**src/rtl/axi_write_splitter_if.sv**
```systemverilog
// Bus bundle for axi_write_splitter: merged upstream beat stream, upstream
// response, and the downstream AXI4 AW/W/B channels.
//   master : splitter view (it masters the AXI write port)
//   slave  : environment view (upstream initiator + downstream memory side)
interface axi_write_splitter_if #(
    parameter int ADDR_WIDTH = 32,
    parameter int DATA_WIDTH = 64,
    parameter int ID_WIDTH   = 4
);
    localparam int STRB_WIDTH = DATA_WIDTH / 8;

    logic                  s_valid;
    logic                  s_ready;
    logic [ADDR_WIDTH-1:0] s_addr;
    logic [ID_WIDTH-1:0]   s_id;
    logic [1:0]            s_burst;
    logic [2:0]            s_size;
    logic [7:0]            s_len;
    logic [DATA_WIDTH-1:0] s_wdata;
    logic [STRB_WIDTH-1:0] s_wstrb;
    logic                  s_wlast;

    logic                  s_bvalid;
    logic                  s_bready;
    logic [1:0]            s_bresp;
    logic [ID_WIDTH-1:0]   s_bid;

    logic                  m_awvalid;
    logic                  m_awready;
    logic [ADDR_WIDTH-1:0] m_awaddr;
    logic [ID_WIDTH-1:0]   m_awid;
    logic [1:0]            m_awburst;
    logic [2:0]            m_awsize;
    logic [7:0]            m_awlen;

    logic                  m_wvalid;
    logic                  m_wready;
    logic [DATA_WIDTH-1:0] m_wdata;
    logic [STRB_WIDTH-1:0] m_wstrb;
    logic                  m_wlast;

    logic                  m_bvalid;
    logic                  m_bready;
    logic [1:0]            m_bresp;
    logic [ID_WIDTH-1:0]   m_bid;

    modport master (
        input  s_valid, s_addr, s_id, s_burst, s_size, s_len, s_wdata, s_wstrb, s_wlast,
        output s_ready,
        output s_bvalid, s_bresp, s_bid,
        input  s_bready,
        output m_awvalid, m_awaddr, m_awid, m_awburst, m_awsize, m_awlen,
        input  m_awready,
        output m_wvalid, m_wdata, m_wstrb, m_wlast,
        input  m_wready,
        input  m_bvalid, m_bresp, m_bid,
        output m_bready
    );

    modport slave (
        output s_valid, s_addr, s_id, s_burst, s_size, s_len, s_wdata, s_wstrb, s_wlast,
        input  s_ready,
        input  s_bvalid, s_bresp, s_bid,
        output s_bready,
        input  m_awvalid, m_awaddr, m_awid, m_awburst, m_awsize, m_awlen,
        output m_awready,
        input  m_wvalid, m_wdata, m_wstrb, m_wlast,
        output m_wready,
        output m_bvalid, m_bresp, m_bid,
        input  m_bready
    );
endinterface

```
**src/rtl/axi_write_splitter.sv**
```systemverilog
// axi_write_splitter: splits a merged write beat stream into AXI4 AW and W
// channels; B is passed straight back upstream. A small W-beat FIFO lets W
// run ahead of AW, and an in-flight counter bounds issued bursts.
//
// Optional macro AXI_SPLIT_LEN_CHECK_EN: burst boundaries come from a beat
// down-counter loaded from s_len instead of from s_wlast; any disagreement
// with s_wlast sets the sticky err_len flag.
//
// state | meaning
// ------+-----------------------------------------------
// FIRST | next accepted beat is a burst head (loads AW)
// BODY  | next accepted beat continues the current burst
module axi_write_splitter #(
    parameter int ADDR_WIDTH      = 32,
    parameter int DATA_WIDTH      = 64,
    parameter int ID_WIDTH        = 4,
    parameter int W_FIFO_DEPTH    = 4,
    parameter int MAX_OUTSTANDING = 4
) (
    input  logic                 clk,
    input  logic                 rst_n,
    axi_write_splitter_if.master bus,
    output logic [7:0]           outstanding,
    output logic                 err_len
);
    localparam int STRB_WIDTH = DATA_WIDTH / 8;
    localparam int PTR_W      = $clog2(W_FIFO_DEPTH);
    localparam int FIFO_W     = DATA_WIDTH + STRB_WIDTH + 1;
    localparam logic [PTR_W:0] PTR_ONE = {{PTR_W{1'b0}}, 1'b1};

    typedef enum logic {FIRST = 1'b0, BODY = 1'b1} state_t;

    state_t state, state_next;

    logic s_ready;
    logic accept;
    logic head_accept;
    logic beat_last;
    logic out_ok;
    logic aw_hs;
    logic b_hs;
    logic pop;

    logic                  aw_pending;
    logic [ADDR_WIDTH-1:0] aw_addr;
    logic [ID_WIDTH-1:0]   aw_id;
    logic [1:0]            aw_burst;
    logic [2:0]            aw_size;
    logic [7:0]            aw_len;

    logic [FIFO_W-1:0] mem [W_FIFO_DEPTH];
    logic [PTR_W:0]    wr_ptr;
    logic [PTR_W:0]    rd_ptr;
    logic              fifo_full;
    logic              fifo_empty;
    logic [FIFO_W-1:0] fifo_head;
    logic [8:0]        inflight;

    assign accept     = bus.s_valid && s_ready;
    assign aw_hs      = aw_pending && bus.m_awready;
    assign b_hs       = bus.m_bvalid && bus.s_bready;
    assign fifo_empty = (wr_ptr == rd_ptr);
    assign fifo_full  = (wr_ptr[PTR_W] != rd_ptr[PTR_W]) &&
                        (wr_ptr[PTR_W-1:0] == rd_ptr[PTR_W-1:0]);
    assign pop        = !fifo_empty && bus.m_wready;
    assign inflight   = {1'b0, outstanding} + {8'd0, aw_pending};
    assign out_ok     = inflight < 9'(MAX_OUTSTANDING);

`ifdef AXI_SPLIT_LEN_CHECK_EN
    // beats still expected after the head; terminal count marks the last beat
    logic [7:0] beats_left;

    assign beat_last = (state == FIRST) ? (bus.s_len == 8'd0) : (beats_left == 8'd1);

    // load remaining-beat count on the head, count down on body beats
    always_ff @(posedge clk or negedge rst_n) begin
        if (!rst_n) begin
            beats_left <= 8'd0;
        end else if (head_accept) begin
            beats_left <= bus.s_len;
        end else if (accept) begin
            beats_left <= beats_left - 8'd1;
        end
    end

    // sticky flag when the upstream wlast disagrees with the header length
    always_ff @(posedge clk or negedge rst_n) begin
        if (!rst_n) begin
            err_len <= 1'b0;
        end else if (accept && (bus.s_wlast != beat_last)) begin
            err_len <= 1'b1;
        end
    end
`else
    assign beat_last = bus.s_wlast;
    assign err_len   = 1'b0;
`endif

    // state register
    always_ff @(posedge clk or negedge rst_n) begin
        if (!rst_n) begin
            state <= FIRST;
        end else begin
            state <= state_next;
        end
    end

    // next-state: burst boundary follows beat_last
    always_comb begin
        state_next = state;
        case (state)
            FIRST:   if (accept && !beat_last) state_next = BODY;
            BODY:    if (accept && beat_last)  state_next = FIRST;
            default: state_next = FIRST;
        endcase
    end

    // outputs: a head needs a free AW slot and outstanding headroom
    always_comb begin
        s_ready     = 1'b0;
        head_accept = 1'b0;
        case (state)
            FIRST: begin
                s_ready     = !fifo_full && !aw_pending && out_ok;
                head_accept = bus.s_valid && !fifo_full && !aw_pending && out_ok;
            end
            BODY:    s_ready = !fifo_full;
            default: s_ready = 1'b0;
        endcase
    end

    assign bus.s_ready = s_ready;

    // AW holding register, loaded on a head and released by the AW handshake
    always_ff @(posedge clk or negedge rst_n) begin
        if (!rst_n) begin
            aw_pending <= 1'b0;
            aw_addr    <= '0;
            aw_id      <= '0;
            aw_burst   <= 2'b00;
            aw_size    <= 3'b000;
            aw_len     <= 8'd0;
        end else if (head_accept) begin
            aw_pending <= 1'b1;
            aw_addr    <= bus.s_addr;
            aw_id      <= bus.s_id;
            aw_burst   <= bus.s_burst;
            aw_size    <= bus.s_size;
            aw_len     <= bus.s_len;
        end else if (aw_hs) begin
            aw_pending <= 1'b0;
        end
    end

    assign bus.m_awvalid = aw_pending;
    assign bus.m_awaddr  = aw_addr;
    assign bus.m_awid    = aw_id;
    assign bus.m_awburst = aw_burst;
    assign bus.m_awsize  = aw_size;
    assign bus.m_awlen   = aw_len;

    // W FIFO storage; stale entries are never visible, so no reset needed
    always_ff @(posedge clk) begin
        if (accept) begin
            mem[wr_ptr[PTR_W-1:0]] <= {beat_last, bus.s_wstrb, bus.s_wdata};
        end
    end

    // W FIFO pointers with wrap bit for full/empty distinction
    always_ff @(posedge clk or negedge rst_n) begin
        if (!rst_n) begin
            wr_ptr <= '0;
            rd_ptr <= '0;
        end else begin
            if (accept) wr_ptr <= wr_ptr + PTR_ONE;
            if (pop)    rd_ptr <= rd_ptr + PTR_ONE;
        end
    end

    assign fifo_head    = mem[rd_ptr[PTR_W-1:0]];
    assign bus.m_wvalid = !fifo_empty;
    assign bus.m_wdata  = fifo_empty ? '0 : fifo_head[DATA_WIDTH-1:0];
    assign bus.m_wstrb  = fifo_empty ? '0 : fifo_head[DATA_WIDTH +: STRB_WIDTH];
    assign bus.m_wlast  = fifo_empty ? 1'b0 : fifo_head[FIFO_W-1];

    // in-flight count: +1 per AW, -1 per B, net zero when both coincide
    always_ff @(posedge clk or negedge rst_n) begin
        if (!rst_n) begin
            outstanding <= 8'd0;
        end else begin
            case ({aw_hs, b_hs})
                2'b10:   outstanding <= outstanding + 8'd1;
                2'b01:   outstanding <= outstanding - 8'd1;
                default: outstanding <= outstanding;
            endcase
        end
    end

    assign bus.s_bvalid = bus.m_bvalid;
    assign bus.s_bresp  = bus.m_bresp;
    assign bus.s_bid    = bus.m_bid;
    assign bus.m_bready = bus.s_bready;
endmodule

```
**src/flat_wrapper.sv**
```systemverilog
// flat-port wrapper written by rule: the top's interface ports become plain ports
module axi_write_splitter_flat 
#(
    parameter int ADDR_WIDTH      = 32,
    parameter int DATA_WIDTH      = 64,
    parameter int ID_WIDTH        = 4,
    parameter int W_FIFO_DEPTH    = 4,
    parameter int MAX_OUTSTANDING = 4
)
  (clk, rst_n, outstanding, err_len, bus_s_valid, bus_s_addr, bus_s_id, bus_s_burst, bus_s_size, bus_s_len, bus_s_wdata, bus_s_wstrb, bus_s_wlast, bus_s_ready, bus_s_bvalid, bus_s_bresp, bus_s_bid, bus_s_bready, bus_m_awvalid, bus_m_awaddr, bus_m_awid, bus_m_awburst, bus_m_awsize, bus_m_awlen, bus_m_awready, bus_m_wvalid, bus_m_wdata, bus_m_wstrb, bus_m_wlast, bus_m_wready, bus_m_bvalid, bus_m_bresp, bus_m_bid, bus_m_bready);
  axi_write_splitter_if #(.ADDR_WIDTH(ADDR_WIDTH), .DATA_WIDTH(DATA_WIDTH), .ID_WIDTH(ID_WIDTH)) bus_i ();
  input  logic clk;
  input  logic rst_n;
  output logic [7:0] outstanding;
  output logic err_len;
  input wire logic [$bits(bus_i.s_valid)-1:0] bus_s_valid;
  input wire logic [$bits(bus_i.s_addr)-1:0] bus_s_addr;
  input wire logic [$bits(bus_i.s_id)-1:0] bus_s_id;
  input wire logic [$bits(bus_i.s_burst)-1:0] bus_s_burst;
  input wire logic [$bits(bus_i.s_size)-1:0] bus_s_size;
  input wire logic [$bits(bus_i.s_len)-1:0] bus_s_len;
  input wire logic [$bits(bus_i.s_wdata)-1:0] bus_s_wdata;
  input wire logic [$bits(bus_i.s_wstrb)-1:0] bus_s_wstrb;
  input wire logic [$bits(bus_i.s_wlast)-1:0] bus_s_wlast;
  output wire logic [$bits(bus_i.s_ready)-1:0] bus_s_ready;
  output wire logic [$bits(bus_i.s_bvalid)-1:0] bus_s_bvalid;
  output wire logic [$bits(bus_i.s_bresp)-1:0] bus_s_bresp;
  output wire logic [$bits(bus_i.s_bid)-1:0] bus_s_bid;
  input wire logic [$bits(bus_i.s_bready)-1:0] bus_s_bready;
  output wire logic [$bits(bus_i.m_awvalid)-1:0] bus_m_awvalid;
  output wire logic [$bits(bus_i.m_awaddr)-1:0] bus_m_awaddr;
  output wire logic [$bits(bus_i.m_awid)-1:0] bus_m_awid;
  output wire logic [$bits(bus_i.m_awburst)-1:0] bus_m_awburst;
  output wire logic [$bits(bus_i.m_awsize)-1:0] bus_m_awsize;
  output wire logic [$bits(bus_i.m_awlen)-1:0] bus_m_awlen;
  input wire logic [$bits(bus_i.m_awready)-1:0] bus_m_awready;
  output wire logic [$bits(bus_i.m_wvalid)-1:0] bus_m_wvalid;
  output wire logic [$bits(bus_i.m_wdata)-1:0] bus_m_wdata;
  output wire logic [$bits(bus_i.m_wstrb)-1:0] bus_m_wstrb;
  output wire logic [$bits(bus_i.m_wlast)-1:0] bus_m_wlast;
  input wire logic [$bits(bus_i.m_wready)-1:0] bus_m_wready;
  input wire logic [$bits(bus_i.m_bvalid)-1:0] bus_m_bvalid;
  input wire logic [$bits(bus_i.m_bresp)-1:0] bus_m_bresp;
  input wire logic [$bits(bus_i.m_bid)-1:0] bus_m_bid;
  output wire logic [$bits(bus_i.m_bready)-1:0] bus_m_bready;
  assign bus_i.s_valid = bus_s_valid;
  assign bus_i.s_addr = bus_s_addr;
  assign bus_i.s_id = bus_s_id;
  assign bus_i.s_burst = bus_s_burst;
  assign bus_i.s_size = bus_s_size;
  assign bus_i.s_len = bus_s_len;
  assign bus_i.s_wdata = bus_s_wdata;
  assign bus_i.s_wstrb = bus_s_wstrb;
  assign bus_i.s_wlast = bus_s_wlast;
  assign bus_s_ready = bus_i.s_ready;
  assign bus_s_bvalid = bus_i.s_bvalid;
  assign bus_s_bresp = bus_i.s_bresp;
  assign bus_s_bid = bus_i.s_bid;
  assign bus_i.s_bready = bus_s_bready;
  assign bus_m_awvalid = bus_i.m_awvalid;
  assign bus_m_awaddr = bus_i.m_awaddr;
  assign bus_m_awid = bus_i.m_awid;
  assign bus_m_awburst = bus_i.m_awburst;
  assign bus_m_awsize = bus_i.m_awsize;
  assign bus_m_awlen = bus_i.m_awlen;
  assign bus_i.m_awready = bus_m_awready;
  assign bus_m_wvalid = bus_i.m_wvalid;
  assign bus_m_wdata = bus_i.m_wdata;
  assign bus_m_wstrb = bus_i.m_wstrb;
  assign bus_m_wlast = bus_i.m_wlast;
  assign bus_i.m_wready = bus_m_wready;
  assign bus_i.m_bvalid = bus_m_bvalid;
  assign bus_i.m_bresp = bus_m_bresp;
  assign bus_i.m_bid = bus_m_bid;
  assign bus_m_bready = bus_i.m_bready;
  axi_write_splitter #(.ADDR_WIDTH(ADDR_WIDTH), .DATA_WIDTH(DATA_WIDTH), .ID_WIDTH(ID_WIDTH), .W_FIFO_DEPTH(W_FIFO_DEPTH), .MAX_OUTSTANDING(MAX_OUTSTANDING)) u_core (.clk(clk), .rst_n(rst_n), .bus(bus_i), .outstanding(outstanding), .err_len(err_len));
endmodule
```
**config.mk**
```make
export PLATFORM = sky130hd
export DESIGN_NAME = axi_write_splitter_flat
export DESIGN_NICKNAME = d
export VERILOG_FILES = /design/src/rtl/axi_write_splitter_if.sv /design/src/rtl/axi_write_splitter.sv /design/src/flat_wrapper.sv
export SDC_FILE = /design/constraint.sdc
export NUM_CORES = 1
export LEC_CHECK = 0
export ABC_AREA = 1
export CORE_AREA = 2 2 187 189
export CTS_BUF_LIST = sky130_fd_sc_hd__clkbuf_4 sky130_fd_sc_hd__clkbuf_8
export DETAILED_ROUTE_END_ITERATION = 6
export DIE_AREA = 0 0 189 191
export GPL_TIMING_DRIVEN = 0
export PLACE_DENSITY = 0.76
export RECOVER_POWER = 50
export SLEW_MARGIN = 20
export SYNTH_ARGS = -nofsm -noshare
export SYNTH_HDL_FRONTEND = slang
export SYNTH_SLANG_ARGS = --single-unit
```
**constraint.sdc**
```tcl
create_clock -name clk -period 6.07 [get_ports clk]
set_input_delay 1.821 -clock clk [delete_from_list [all_inputs] [get_ports clk]]
set_output_delay 1.821 -clock clk [all_outputs]
set_load 0.03 [all_outputs]
```
* Yosys cells after proc, flatten, opt, wreduce, memory -nomap -nowiden
Memories as Yosys holds them, arrays and structs flattened.
Cells that the tools add are included.
** Cells by class
- $lt $le $gt $ge :: 1
- Multiplexer cells :: 13
- Equality and inequality tests :: 5
- $add $sub $neg :: 5
- Bitwise logic cells :: 1
- Reductions and logical operators :: 18
** Operators by type and width (count)
- $mux W64 :: 1
- $pmux W8 S2 :: 1
- $logic_and A1 B1 Y1 :: 12
- $add A8 B1 Y9 :: 1
- $lt A9 B3 Y1 const B :: 1
- $add A8 B1 Y8 const B :: 1
- $mux W1 :: 8
- $mux W8 :: 1
- $sub A8 B1 Y8 const B :: 1
- $add A3 B1 Y3 const B :: 2
- $logic_not A1 Y1 :: 4
- $pmux W1 S2 :: 2
- $reduce_bool A2 Y1 :: 2
- $eq A3 B3 Y1 :: 1
- $eq A2 B1 Y1 const B :: 1
- $eq A2 B2 Y1 :: 1
- $eq A2 B2 Y1 const B :: 1
- $ne A1 B1 Y1 :: 1
- $not A1 Y1 :: 1
** Word-level totals
- RAM bits :: 292
- Memories kept :: 1
- Input bits :: 135
- Bits in registers :: 65
- Output and inout bits :: 142
** Memories
- u_core.mem :: depth 4, width 73, read ports 1, clocked after Yosys merged registers in 0, write ports 1, RTL line axi_write_splitter.sv:51 : logic [FIFO_W-1:0] mem [W_FIFO_DEPTH];

* Longest topological paths before layout
Gate-level depths: netlist of the first run.
- Depth after elaboration :: 10
- Mapped depth :: 12
- Mapped depth without buffers :: 12

* Worst setup path after synthesis of the first run
Ideal clock, no wire load.
- Path kind :: input -> register
- From :: in bus_s_valid
- To :: mem u_core.mem[0][0] (netlist name), enable pin
- Path slack :: 0.454 ns
- Setup time :: 0.505 ns
- Required time :: 5.565 ns
- Data arrival time :: 5.111 ns
- Cell stages on the path :: 2
- Cell sequence :: nand3_1 > nor2_1
** Between the ends
- Longest elaborated chain between the ends :: 3
** RTL lines
- from (decl) :: RTL line flat_wrapper.sv:16 : input wire logic [$bits(bus_i.s_valid)-1:0] bus_s_valid;
- $logic_and A1 B1 Y1 :: RTL line axi_write_splitter.sv:59 : assign accept = bus.s_valid && s_ready;
- $mux W1 :: RTL line axi_write_splitter.sv:164 : if (accept) begin
- $mux W1 (not written as such) :: RTL line axi_write_splitter.sv:165 : mem[wr_ptr[PTR_W-1:0]] <= {beat_last, bus.s_wstrb, bus.s_wdata};
- to (decl) :: RTL line axi_write_splitter.sv:51
Every way passes these cells.

* Final worst setup path of the first run
- From :: in bus_s_bready
- To :: out bus_m_bready
** RTL lines
- from (decl) :: RTL line flat_wrapper.sv:29 : input wire logic [$bits(bus_i.s_bready)-1:0] bus_s_bready;
- to (decl) :: RTL line flat_wrapper.sv:45 : output wire logic [$bits(bus_i.m_bready)-1:0] bus_m_bready;
No word-level cell between the ends.

==> impl_metrics.json, run 1 <==
{
  "outcome": "complete, but fails checks",
  "violations": "max-capacitance violations, max-slew violations",
  "postCtsResizedCells": 0,
  "drtIter0Drc": 670,
  "grt_pass1_vias": 10200,
  "hold_viol_final": 0,
  "die_h_um": 191,
  "power_density_nw_per_um2": 556,
  "fin_util_pct": 58.1,
  "die_area_um2": 36100,
  "postCtsSetupRepairBufs": 0,
  "critical_path.slowest_cell": "clkdlybuf4s50_1",
  "vias": 10300,
  "nets": 1751,
  "hp-class": "reg2reg",
  "syn-cell-area_um2": 15100,
  "worstHoldPathCells": 1,
  "root_buffer": "clkbuf_8",
  "antenna_found_initial": 6,
  "hold_buffers": 0,
  "ir_worst_vdd_v": 0.000428,
  "drc": 0,
  "syn-num-nets": 1409,
  "endpoint_kind": "output pin",
  "post-route-period-util_pct": 82.6,
  "holdWs_ns": 0.534,
  "viasPerCell": 4.88,
  "maxSlewViolCount": 51,
  "rsz0062_at_grt": "no",
  "io_buffer_count": 269,
  "io_pins": 277,
  "fin_cells": 2103,
  "wl_per_cell_um": 17.6,
  "area_delta_synth_final_pct": 31.5,
  "setup_tns_ns": 0,
  "syn_area_per_cell_um2": 12.0,
  "core_area_um2": 34100,
  "synth_edf_count": 292,
  "crit_chain": "dlygate4sd3_1 -> buf_4 -> clkdlybuf4s50_1",
  "path_delay_family": "buffers and inverters",
  "ctsLongestPathBuffers": 3,
  "cts.sinks": 357,
  "wirelength_um": 36900,
  "ys_ff_latch": 357,
  "cts_buffers": 57,
  "firstDrtPassIters": 4,
  "relSlewSlack_pct": -82.4,
  "worstPathArrival_ns": 3.19,
  "ys_types": 30,
  "fmax_ghz": 0.200,
  "rows": 68,
  "skew_ns": 0.0427,
  "cts_tree": "done",
  "p_leak_nw": 8.29,
  "grt_overflow": 0,
  "startpoint_type": "input port",
  "ys_dominant_reg_cell": "edfxtp_1",
  "ys_warn_count": 0,
  "critical_path_class": "in2out",
  "critPathRequiredTime_ns": 4.25,
  "grt_pass1_wl_um": 56300,
  "synth_seq_area_share_pct": 69.0,
  "layout-drive-gt1-share_pct": 9.30,
  "worst-path-buf-inv": 3,
  "hpwl_um": 25400,
  "drv_cap": 1,
  "slowest_delay_ns": 0.65,
  "fin_crit_ns": 5.01,
  "reg2reg_depth": 7,
  "gp_congestion": 0.817,
  "clk_latency_ns": 0.63,
  "place_inst": 1999,
  "async_reset_ff_share_pct": 18.2,
  "grt_max_degree": 51,
  "cp_num_cells": 3,
  "syn_inst": 1261,
  "postRouteAntennaNets": 0,
  "cts.reportedPaths.clkPinSlew_ns": 0.05,
  "initial_utilization_pct": 44.2,
  "grt_usage_pct": 20.3,
  "n_fill_cell": 2769,
  "die_x_um": 189,
  "setup_viol": 0,
  "path_max_fanout": 2,
  "tightest_slew_ns": 2.74,
  "htree_levels": 2
}
registers in the layout (all words and copies together) (netlist names), named ones only:
name / cells
u_core.bus.m_awid: 4
u_core.outstanding: 8
u_core.bus.m_awaddr: 32
u_core.wr_ptr: 3
u_core.bus.m_awlen: 8
u_core.bus.m_awburst: 2
u_core.bus.m_awvalid: 1
u_core.rd_ptr: 3
u_core.mem: 292
u_core.bus.m_awsize: 3
synth_stat cells (2+ instances only):
library cell | count | share of area [%]
buf_1 | 3 | 0.075
xnor2_1 | 3 | 0.17
xor2_1 | 3 | 0.17
mux2i_1 | 73 | 4.8
dfrtp_1 | 65 | 11
a21oi_1 | 4 | 0.13
nand3_1 | 10 | 0.33
nand4_1 | 2 | 0.083
clkbuf_1 | 24 | 0.60
o21ai_0 | 79 | 2.6
buf_4 | 27 | 1.3
nor2_1 | 85 | 2.1
o22ai_1 | 74 | 3.1
buf_2 | 17 | 0.56
nand2_1 | 225 | 5.6
inv_1 | 201 | 5.0
ha_1 | 12 | 1.0
buf_6 | 2 | 0.15
edfxtp_1 | 292 | 58
nand3b_1 | 50 | 2.5
logic make-up (layout without fill, tap and decap cells):
kind of cell	count (synthesis)	in the layout	share of synthesized area [%]
AO/OA/AOI/OAI	158	158	5.87
XOR/XNOR	7	7	0.457
adder cells (fa/ha/maj)	13	13	1.13
buffers and inverters	274	658	7.74
flip-flops	357	357	69.0
multiplexers	73	73	4.85
other	1	4	0.0249
AND/OR/NAND/NOR	378	378	11.0
routing by layer:
| metal | track usage [%] | wire (um) | vias up |
|---|---|---|---|
| li1 | - | - | 4949 |
| met1 | 25.4 | 15300 | 4854 |
| met2 | 35.5 | 18300 | 395 |
| met3 | 4.30 | 2580 | 63 |
| met4 | 5.80 | 772 | 4 |
| met5 | 0 | 21 | - |
final timing paths:
kind	from	endpoint	slack (ns)
worst max-delay path	bus_s_bready	bus_m_bready	1.06
worst min-delay path	u_core.outstanding[0]	u_core.outstanding[0]	0.53
worst max register to register	u_core.rd_ptr[0]	u_core.mem[3][54]	2.79
worst min register to register	u_core.outstanding[0]	u_core.outstanding[0]	0.53
max in group asynchronous	rst_n	u_core.bus.m_awaddr[28]	1.70
min in group asynchronous	rst_n	u_core.bus.m_awaddr[22]	1.31
report_power, final:
| group | switching (mW) | internal [mW] | leakage [nW] |
|---|---|---|---|
| Sequential | 0.186 | 3.16 | 3.35 |
| Combinational | 3.49 | 2.05 | 4.31 |
| Clock | 0.905 | 1.23 | 0.630 |
| Total | 4.58 | 6.44 | 8.29 |
final cells by class:
cell class	instances	area (um^2)	share of cell area, %
Tap cell	455	569	2.87
Multi-Input combinational cell	630	3510	17.7
Clock buffer	78	955	4.82
Inverter	201	754	3.81
Antenna cell	3	7.51	0.0379
Timing Repair Buffer	283	2980	15.0
Clock inverter	23	236	1.19
Buffer	73	400	2.02
Sequential cell	357	10400	52.5
stage by stage:
step / instance area (um^2) / power, mW / worst slack [ns]
floorplan: 15100 / 6.71 / 0.454
global placement: 18300 / 8.87 / -2.85
detailed placement: 18700 / 8.99 / 1.13
CTS: 19900 / 11.1 / 1.09
global route: 19800 / 11.7 / 0.938
finish: 19800 / 11.0 / 1.06
cells in the final DEF (no fill, tap or decap), drive strengths merged:
master / instances
nor2: 86
a21oi: 4
clkbuf: 107
fa: 1
diode: 3
ha: 12
nand2: 226
o21ai: 79
edfxtp: 292
bufinv: 5
o22ai: 74
buf: 59
nand4: 2
nand3b: 50
clkdlybuf4s50: 192
or2: 1
clkinv: 16
dfrtp: 65
xor2: 3
xnor2: 4
conb: 1
nand3: 11
a31oi: 1
mux2i: 73
inv: 203
dlygate4sd3: 76
nor3: 2
Note: power is estimated with default switching activity, not from simulation.
==> run 2, diff against run 1 <==
- clock period: 6.07 -> 5.1 ns (I/O delays scaled with it)
==> results of run 2 <==
The final DEF is identical to that of run 1. Status: complete, but fails checks: max-capacitance violations, max-slew violations.
Main changes from that run: setup slack after placement 1.13 ns -> 0.740 ns; setup slack after layout 1.06 ns -> 0.501 ns; start point of the critical path bus_s_bready -> u_core.rd_ptr[0]; end point of the critical path bus_m_bready -> bus_m_wdata[14]; register-to-register setup slack 2.79 ns -> 1.82 ns; total power 11.0 mW -> 13.1 mW; worst IR drop on VDD 0.000428 V -> 0.000509 V
